## src/rtl/fe_pkg.sv

```systemverilog
// rtl/fe_pkg.sv - shared types and constants for the RV32I fetch stage
package fe_pkg;

    typedef enum logic [1:0] {
        F_REQ  = 2'd0,
        F_WAIT = 2'd1,
        F_HOLD = 2'd2,
        F_ERR  = 2'd3
    } RV32I_FETCH_FSM_t;

    typedef logic [31:0] RV32I_PC_t;

    localparam RV32I_PC_t RV32I_NOP    = 32'h0000_0013;
    localparam RV32I_PC_t RV32I_PC_INC = 32'd4;

    // Instructions are word aligned; any low address bit set is a fault.
    function automatic logic is_misaligned(input logic [1:0] low_bits);
        return low_bits != 2'b00;
    endfunction

endpackage

```

## src/rtl/fe_pc_reg.sv

```systemverilog
// rtl/fe_pc_reg.sv - program counter with redirect / increment / hold selection
module fe_pc_reg
    import fe_pkg::*;
#(
    parameter int              XLEN     = 32,
    parameter logic [XLEN-1:0] RESET_PC = 32'h0040_0000
) (
    input  logic            clk,
    input  logic            rst,
    input  logic            redirect,
    input  logic [XLEN-1:0] redirect_pc,
    input  logic            advance,
    output logic [XLEN-1:0] pc,
    output logic            misaligned
);

    // Only a redirect can carry a bad target; the sequential path is always aligned.
    assign misaligned = redirect & is_misaligned(redirect_pc[1:0]);

    // Redirect beats advance; a misaligned redirect leaves the pc untouched.
    always_ff @(posedge clk or posedge rst) begin
        if (rst) begin
            pc <= RESET_PC;
        end else if (redirect) begin
            if (!misaligned) begin
                pc <= redirect_pc;
            end
        end else if (advance) begin
            pc <= pc + XLEN'(RV32I_PC_INC);
        end
    end

endmodule

```

## src/rtl/fe_fetch_unit.sv

```systemverilog
// rtl/fe_fetch_unit.sv - multicycle RV32I instruction fetch stage
module fe_fetch_unit
    import fe_pkg::*;
#(
    parameter int              XLEN     = 32,
    parameter logic [XLEN-1:0] RESET_PC = 32'h0040_0000
) (
    input  logic            clk,
    input  logic            rst,
    output logic            imem_req_o,
    output logic [XLEN-1:0] imem_addr_o,
    input  logic            imem_gnt_i,
    input  logic            imem_rvalid_i,
    input  logic [XLEN-1:0] imem_rdata_i,
    input  logic            redirect_i,
    input  logic [XLEN-1:0] redirect_pc_i,
    output logic            inst_valid_o,
    output logic [XLEN-1:0] inst_o,
    output logic [XLEN-1:0] inst_pc_o,
    input  logic            inst_ready_i,
    output logic            misaligned_o
);

    RV32I_FETCH_FSM_t state_q, state_d;
    logic             kill_q, kill_d;
    logic             req_q;
    logic             gnt_ok;
    logic             advance;
    logic             capture;
    logic             redirect_bad;
    logic [XLEN-1:0]  pc;
    logic [XLEN-1:0]  inst_q;
    logic [XLEN-1:0]  inst_pc_q;

    fe_pc_reg #(
        .XLEN     (XLEN),
        .RESET_PC (RESET_PC)
    ) u_pc_reg (
        .clk         (clk),
        .rst         (rst),
        .redirect    (redirect_i),
        .redirect_pc (redirect_pc_i),
        .advance     (advance),
        .pc          (pc),
        .misaligned  (redirect_bad)
    );

    // A grant only counts while we are actually requesting.
    assign gnt_ok = imem_gnt_i & req_q;

    // Next-state logic; kill marks an issued request whose response must be dropped.
    always_comb begin
        state_d = state_q;
        kill_d  = kill_q;
        advance = 1'b0;
        capture = 1'b0;
        case (state_q)
            F_REQ: begin
                if (redirect_i) begin
                    if (redirect_bad) begin
                        state_d = F_ERR;
                        kill_d  = gnt_ok;
                    end else if (gnt_ok) begin
                        state_d = F_WAIT;
                        kill_d  = 1'b1;
                    end
                end else if (gnt_ok) begin
                    state_d = F_WAIT;
                end
            end
            F_WAIT: begin
                if (redirect_i) begin
                    if (imem_rvalid_i) begin
                        kill_d  = 1'b0;
                        state_d = redirect_bad ? F_ERR : F_REQ;
                    end else begin
                        kill_d = 1'b1;
                        if (redirect_bad) begin
                            state_d = F_ERR;
                        end
                    end
                end else if (imem_rvalid_i) begin
                    kill_d = 1'b0;
                    if (kill_q) begin
                        state_d = F_REQ;
                    end else begin
                        capture = 1'b1;
                        state_d = F_HOLD;
                    end
                end
            end
            F_HOLD: begin
                if (redirect_i) begin
                    state_d = redirect_bad ? F_ERR : F_REQ;
                end else if (inst_ready_i) begin
                    advance = 1'b1;
                    state_d = F_REQ;
                end
            end
            F_ERR: begin
                if (imem_rvalid_i) begin
                    kill_d = 1'b0;
                end
                // If a response is still in flight, drain it before issuing again.
                if (redirect_i && !redirect_bad) begin
                    if (kill_q && !imem_rvalid_i) begin
                        state_d = F_WAIT;
                    end else begin
                        state_d = F_REQ;
                    end
                end
            end
            default: begin
                state_d = F_REQ;
                kill_d  = 1'b0;
            end
        endcase
    end

    // State, kill flag and a registered request so req is low while in reset.
    always_ff @(posedge clk or posedge rst) begin
        if (rst) begin
            state_q <= F_REQ;
            kill_q  <= 1'b0;
            req_q   <= 1'b0;
        end else begin
            state_q <= state_d;
            kill_q  <= kill_d;
            req_q   <= (state_d == F_REQ);
        end
    end

    // Instruction register loads only on a live response.
    always_ff @(posedge clk or posedge rst) begin
        if (rst) begin
            inst_q    <= XLEN'(RV32I_NOP);
            inst_pc_q <= '0;
        end else if (capture) begin
            inst_q    <= imem_rdata_i;
            inst_pc_q <= pc;
        end
    end

    assign imem_req_o   = req_q;
    assign imem_addr_o  = pc;
    assign inst_valid_o = (state_q == F_HOLD);
    assign inst_o       = inst_q;
    assign inst_pc_o    = inst_pc_q;
    assign misaligned_o = (state_q == F_ERR);

endmodule
```

## config.mk

```make
export PLATFORM = sky130hd
export DESIGN_NAME = fe_fetch_unit
export DESIGN_NICKNAME = d
export VERILOG_FILES = /design/src/rtl/fe_pkg.sv /design/src/rtl/fe_pc_reg.sv /design/src/rtl/fe_fetch_unit.sv
export SDC_FILE = /design/constraint.sdc
export NUM_CORES = 1
export LEC_CHECK = 0
export CAP_MARGIN = 10
export CORE_MARGIN = 3
export CORE_UTILIZATION = 35
export CTS_CLUSTER_DIAMETER = 40
export DETAILED_ROUTE_END_ITERATION = 8
export PLACE_DENSITY_LB_ADDON = 0.2
export SLEW_MARGIN = 40
export SYNTH_ARGS = -nofsm -noshare
export SYNTH_HDL_FRONTEND = slang
export SYNTH_SLANG_ARGS = --single-unit
```

## constraint.sdc

```tcl
create_clock -name clk -period 4.7 [get_ports clk]
set_input_delay 0.47 -clock clk [delete_from_list [all_inputs] [get_ports clk]]
set_output_delay 0.47 -clock clk [all_outputs]
set_load 0.01 [all_outputs]
```

# Yosys cells after proc, flatten, opt, wreduce, memory -nomap -nowiden
# Index checks and enable logic that the tools add are counted.
# totals
register_bits,100
# classes
n_addsub,1
n_eq_ne,6
n_mux,31
n_bitwise,2
n_reduce_logical,11
# op_table
operator,n
two-way mux 32 bit,3
adder 32 x 3 -> 32 bit (second input constant),1
two-way mux 2 bit,12
two-way mux 1 bit,14
case mux 2 bit (4 select lines),1
equality test 2 bit (second input constant),2
logical NOT 2 bit,2
!= test 2 bit (second input constant),2
nonzero test 2 bit,2
!= test 3 bit (second input constant),1
case mux 1 bit (3 select lines),1
AND reduction 3 bit,1
nonzero test 3 bit,1
AND 1 bit,2
equality test 2 x 1 -> 1 bit (second input constant),1
logical AND 1 bit,2
logical NOT 1 bit,2
AND reduction 2 bit,1

# Logic depth before layout (Yosys ltp)
# Gate-level depths: netlist of the first run.
# depth
word_depth,7
depth_mapped,7
mapped_depth_nobuf,5

# Modules after synthesis
# Synthesis of the first run repeated with hierarchy kept, for this count alone.
# unflattened
hier_cells,387
area_unflattened_um2,4748.3
# by_module_without_submodules
mod,instances,cells_each,area_per_inst_um2,seq_area_each_um2
fe_fetch_unit,1,160,2807.7,1705.4
fe_pc_reg,1,227,1940.6,802.0

# Worst setup path after synthesis of the first run
# No wires, ideal clock.
# synth_timing
path_type,flip-flop to flip-flop
from,reg u_pc_reg.pc[2]
to,reg u_pc_reg.pc[20]
arrival_ns,1.905
slack_ns,2.709
path_stages_with_launch,6
synth_period_minus_slack_ns,1.991
cell_sequence,dfrtp_1 -> ha_1 -> nand4_4 -> or4_4 -> o31a_1 -> nor3_1
# synth_via
elab_chain_cells,3
# synth_rtl
element,line_no,source
from (decl),fe_pc_reg.sv:13,"output logic [XLEN-1:0] pc,"
from (signal assigned),fe_pc_reg.sv:26,pc <= redirect_pc;
from (signal assigned),fe_pc_reg.sv:29,pc <= pc + XLEN'(RV32I_PC_INC);
adder 32 x 3 -> 32 bit,fe_pc_reg.sv:29,
two-way mux 32 bit,fe_pc_reg.sv:28,end else if (advance) begin
two-way mux 32 bit,fe_pc_reg.sv:24,end else if (redirect) begin
# No other way between the ends. The select of a mux whose other input is x is not followed.
# A chain may end at the register's enable or synchronous reset.

# Worst setup path after layout of the first run
# layout_timing
from,in inst_ready_i
to,reg u_pc_reg.pc[31]
# layout_via
elab_chain_cells,5
# layout_rtl
element,line_no,source
from (decl),fe_fetch_unit.sv:20,"input logic inst_ready_i,"
two-way mux 1 bit,fe_fetch_unit.sv:95,end else if (inst_ready_i) begin
two-way mux 1 bit,fe_fetch_unit.sv:93,if (redirect_i) begin
two-way mux 1 bit,fe_fetch_unit.sv:57,case (state_q)
nonzero test 2 bit (no line),--,
AND reduction 2 bit (no line),--,
# No other way between the ends.

==> metrics.txt, run 1 <==
status finished, final reports clean; CTS clk-pin slew, worst paths 0.06 ns; YS warnings 0; DR WL/cell ~18 um; Syn Inst Count approximately 430; Fill cells about 1200; min Tclk post-route 2.574 ns; final setup margin 2.126 ns; worst-path maximum fanout 23; number of global-route vias before repair a little under 4000; largest net degree at the start of global routing 77; Root Driver clkbuf_16; dominant cells by area after synthesis dfrtp_1, mux2_2, o21ai_0; top sig layer met4; Max IR drop VDD a little under 0.0002 V; crit path launch type primary input; Final TNS setup 0 ns; DRT antenna net count 0; WP data required 4.93 ns; clock tree from TritonCTS built; die area about 15000 um^2; Layout area overhead 44.69%; WHS 0.4837 ns; nets about 650; Tightest Pin Transition 0.7807 ns; # DRC 0; RSZ-0062 raised after global routing false; Seq/Total Area, Yosys a little over half; CP Class primary input to register; row cnt between 40 and 50; power after layout approximately 3.6 mW; Critical Path End Type register; number of enable flip-flop cells after synthesis 0; TritonCTS Buffers 9; setup violators final 0; post-CTS sizing 0; via count between 4000 and 5000; Max-slew headroom a little under half; top-count cell post-synth dfrtp_1; Max-cap violations 0; clk buf depth 2; Most used DFF post-synth dfrtp_1; top cell type's share of synthesized area ~51%; WL met2 about 6100 um; Hold Crit Class register to register; max frequency around 400 MHz; DIE WIDTH 122.3 um; Total GRT Usage between 10% and 20%; Pre-antenna DRT Iters 4; initial antenna violation count 0; Post-CTS Hold Fix Bufs 0; DR vias/cell between 5 and 6; max incr delay on CP a little over 0.6 ns; first-pass GRT wire length roughly 21000 um; post-synth net total 500; crit path max-delay cell type and2_1; GPL Wtd Cong just under 0.8; Hold Fails Final Rpt 0; Congestion Overflow GR 0; Mapped Area 4732 um^2; Post-Route WL approximately 13000 um; dpl ws 1.766 ns; Port Buffers roughly 170; ant diodes 0; Skew-Pair Late Insertion Delay between 0.3 and 0.4 ns; leakage power about 2.8 nW; Die Y around 120 um; PwrDens 518.8 nW/um^2; layout cells sized above 1 around 15%; I/O pins 169; WL met1 roughly 6000 um; Core Region approximately 13000 um^2; register bit total from synthesis 100; routed length on met3 roughly 1100 um; Final Max Tran Viols 0; Crit path arrival time 2.80 ns; Post-synth top cells dfrtp_1, mux2_2, o21ai_0, nand2_1, nand3_1; Final Cycle Share between 50% and 60%; Synth area leader dfrtp_1; post-CTS setup buffer count 0; Clock Skew 0.006521 ns; starting density of the core around 37%; worst-path cell chain clkdlybuf4s50_1 > nand4bb_1 > and2_1 > a221o_1 > or3_1; Avg Inst Size Synth 11.03 um^2; Finished Core Util between 50% and 60%; htree depth 3; post-synthesis async set-or-reset flop share 100.0%; DP Wirelength between 9000 and 10000 um; Distinct cells, synth 54; DRC marker count from the first detailed-route iteration around 220; clock sink count 100
[path summary, 6_finish.rpt]
kind                               start  depth (start not counted)  slack [ns]              end
min in group asynchronous            rst                          2        0.61        inst_o[7]
setup reg to reg              state_q[0]                          4        2.19  u_pc_reg.pc[31]
hold / removal             inst_pc_o[15]                          2        0.48    inst_pc_o[15]
max in group asynchronous            rst                          3        3.24    inst_pc_o[22]
setup / recovery            inst_ready_i                          5        2.13  u_pc_reg.pc[31]
hold reg to reg            inst_pc_o[15]                          2        0.48    inst_pc_o[15]
[final cells by class]
cell class / count / area, um^2 / share of cell area (%)
clock inverter: 2 / 35.03 / 0.5117
sequential: 100 / 2507 / 36.62
multi-input combinational: 289 / 2072 / 30.26
clock buffer: 14 / 264.0 / 3.856
inverter: 10 / 42.54 / 0.6213
timing repair buffer: 172 / 1710 / 24.98
tap: 172 / 215.2 / 3.143
[placed cells by master (no fill, tap or decap), types with 2 or more instances in the layout]
cell / Yosys / layout
a22oi_1: 6 / 6
a311oi_1: 3 / 3
and3_1: 10 / 10
clkbuf_16: 0 / 9
clkbuf_1: 18 / 3
nor3_1: 14 / 14
and4_1: 4 / 4
inv_1: 10 / 9
nand2_1: 25 / 24
buf_4: 0 / 3
clkbuf_8: 0 / 2
clkdlybuf4s50_1: 0 / 167
a211oi_1: 3 / 3
o21ai_0: 32 / 32
a21boi_0: 2 / 2
o211ai_1: 2 / 2
dfstp_2: 4 / 4
a21oi_1: 16 / 16
mux2i_1: 3 / 3
a311o_1: 2 / 2
dfrtp_1: 96 / 96
and2_1: 7 / 7
nor2_1: 17 / 17
nand2b_1: 3 / 3
a211o_1: 3 / 3
a32oi_1: 3 / 3
a41o_1: 2 / 2
nand3_1: 22 / 22
a31oi_1: 2 / 2
nor2b_1: 5 / 5
nor4_1: 6 / 6
or3_1: 5 / 5
mux2_2: 56 / 56
o22ai_1: 2 / 2
nor4_2: 2 / 2
o2bb2ai_1: 5 / 5
nand4_1: 8 / 8
[flip-flops by register name (all words and copies together) (netlist names)]
signal       flops
inst_o          32
inst_pc_o       32
u_pc_reg.pc     32
state_q          2
imem_req_o       1
kill_q           1
[worst max-delay path: cells and delay by family]
| kind | cells | cell delay (ns) |
|---|---|---|
| compound gates | 1 | 0.44 |
| buf+inv | 1 | 0.48 |
| simple gates | 3 | 1.40 |
[through the flow]
step           std cells  cell area (um^2)
2_1_floorplan        429              4732
3_3_place_gp         743              6534
3_5_place_dp         743              6541
4_1_cts              759              6840
5_1_grt              759              6847
6_report             759              6847
[per-layer routing]
metal / vias up / global-route usage [%]
li1: 1895 / -
met1: 1968 / 23.95
met2: 156 / 27.24
met3: 12 / 5.207
met4: 0 / 6.928
met5: - / 0
[power by group]
group	internal, mW	switching (mW)
combinational	0.834	0.525
sequential	1.19	0.248
clock	0.442	0.314
total	2.46	1.09
[logic make-up after synthesis]
logic type,after synthesis,synth area share (%)
muxes,59,13.96
and+or+nand+nor,140,17.19
adders and majority gates,1,0.2644
buffers and inverters,40,3.411
DFF,100,52.99
AOI/OAI and AO/OA,89,12.19
Note: power is estimated with default switching activity, not from simulation.
==> inputs of run 2 (changes only) <==
Clock period 4.7 ns to 2.3 ns, I/O delays scaled along.
==> run 2 against run 1 <==
Largest cell class unchanged. Utilization is 0.83 points higher. Sequential share of layout area is 0.57 points lower. Global-route usage is 0.11 points higher. Register-to-register slack worse by 2.0 ns. Combinational power is 110% higher. Critical endpoint is now u_pc_reg.pc[20]. Non-clock buffer count is 12 higher. Via count is 0.15% higher. Cell area is 1.6% higher.
==> metrics.txt, run 2 (same netlist as run 1, synthesis figures left out) <==
max incr delay on CP 0.59 ns (-0.02 ns); Hold Fails Final Rpt 0 (unchanged); leakage power 2.868 nW (+2.0%); Clock Skew 0.01198 ns (+0.005463 ns); Skew-Pair Late Insertion Delay 0.35 ns (about the same); DR WL/cell 17.33 um (-1.5%); Crit path arrival time 2.38 ns (-0.42 ns); Congestion Overflow GR 0 (unchanged); nets 665 (+1.8%); Die Y 122.3 um (unchanged); first-pass GRT wire length 20960 um (+0.10%); GPL Wtd Cong 0.7889 (+0.34%); I/O pins 169 (unchanged); Port Buffers 168 (unchanged); min Tclk post-route about 2.1 ns; Final Max Tran Viols 0 (unchanged); Final TNS setup 0 ns (unchanged); Fill cells 1163 (-0.34%); commonest non-fill, non-tap cells in the layout clkdlybuf4s50_1, dfrtp_1, mux2_2; layout cells sized above 1 16.86% (+1.7 points); Setup crit start u_pc_reg.pc[2]; DP Wirelength 9298 um (+1.2%); worst r2r src u_pc_reg.pc[2]; Max IR drop VDD 0.0005531 V (+180%); Core Region 12930 um^2 (unchanged); worst-path cell chain ha_1 > nand4_4 > or4_4 > o31a_1 > nor3_1; Post-CTS Hold Fix Bufs 0 (unchanged); power after layout 7.223 mW (+100%); status finished, final reports clean; setup violators final 0 (unchanged); final setup margin 0.1829 ns (-1.943 ns); dpl ws 0.2046 ns (-1.561 ns); DRC marker count from the first detailed-route iteration 198 (-8.3%); Hold Crit Class primary input to register; number of global-route vias before repair 3979 (+0.25%); clk buf depth 2 (unchanged); TritonCTS Buffers 9 (unchanged); Max-cap violations 0 (unchanged); WP data required 2.56 ns (-2.37 ns); # DRC 0 (unchanged); Root Driver clkbuf_16; worst-path maximum fanout 7 (-70%); crit path launch type register; Top delay family on crit path simple AND/OR/NAND/NOR gates; initial antenna violation count 0 (unchanged); die area 14950 um^2 (unchanged); Final Cycle Share between 90% and 100%; hold path start redirect_i; max frequency approximately 470 MHz; Total GRT Usage 17.93% (+0.11 points); row cnt 41 (unchanged); leading cell type in the layout, fill and taps excluded clkdlybuf4s50_1; largest net degree at the start of global routing 74 (-3.9%); Max-slew headroom 52.38% (+4.4 points); Layout area overhead 46.96%; clock sink count 100 (unchanged); crit path max-delay cell type or4_4; ant diodes 0 (unchanged); CP Class register to register; PwrDens 1039 nW/um^2 (+100%); RSZ-0062 raised after global routing false; Critical path buffers and inverters 0 (-1); Critical Path End Type register; DIE WIDTH 122.3 um (unchanged); via count 4037 (+0.15%); clock tree from TritonCTS built; CTS clk-pin slew, worst paths 0.07 ns (about the same); Pre-antenna DRT Iters 5 (+1); Post-Route WL 13370 um (about the same); starting density of the core 36.60% (unchanged); htree depth 3 (unchanged); DRT antenna net count 0 (unchanged); DR vias/cell 5.236 (-1.4%); Tightest Pin Transition 0.7135 ns (-0.06717 ns)
==> run 2: worst paths after layout <==
check / endpoint / slack, ns / cells after the start
max in group asynchronous: inst_o[4] / 1.61 / 3
hold / removal: kill_q / 0.32 / 4
min in group asynchronous: inst_pc_o[3] / 0.33 / 3
setup / recovery: u_pc_reg.pc[20] / 0.18 / 5
setup reg to reg: u_pc_reg.pc[20] / 0.18 / 5
hold reg to reg: inst_pc_o[6] / 0.48 / 2
==> run 2: worst min-delay path, cell delays in order <==
cell,delay [ns]
buf_2,0.15
nand2b_1,0.09
nand2b_1,0.09
a21boi_0,0.07
==> run 2: area by class of cell <==
| type | count | area (um^2) | share of cell area [%] |
|---|---|---|---|
| Timing Repair Buffer | 184 | 1847 | 26.56 |
| Clock buffer | 10 | 229.0 | 3.293 |
| Sequential cell | 100 | 2507 | 36.06 |
| Clock inverter | 6 | 47.55 | 0.6837 |
| Tap cell | 172 | 215.2 | 3.095 |
| Inverter | 10 | 41.29 | 0.5937 |
| Multi-Input combinational cell | 289 | 2067 | 29.72 |
==> run 2: through the flow <==
stage               util, %  area, um^2  std cells  hold WS, ns
floorplan                 -        4736        429       0.3777
CTS                   53.79        6954        771       0.3110
detailed placement    51.66        6678        755       0.4730
global placement      51.66        6678        755       0.4650
global route          53.79        6954        771       0.3367
finish                53.79        6954        771       0.3206
==> run 2: power breakdown <==
group          internal (mW)  total (mW)  switching (mW)
logic                   1.76        2.90            1.14
clock network          0.746        1.44           0.697
registers               2.43        2.88           0.451
total                   4.93        7.22            2.29
==> run 2: what timing repair did <==
item	CTS	global route
endpoints found under the setup margin	0	1
buffers inserted	0	0
gates resized for setup	0	0
endpoints found under the hold margin	0	0
==> run 2: per-layer routing <==
metal | global-route usage [%] | wire length (um) | vias up
li1 | - | - | 1914
met1 | 23.63 | 5882 | 1964
met2 | 27.69 | 6202 | 146
met3 | 6.083 | 1097 | 13
met4 | 6.158 | 182 | 0
met5 | 0 | 0 | -
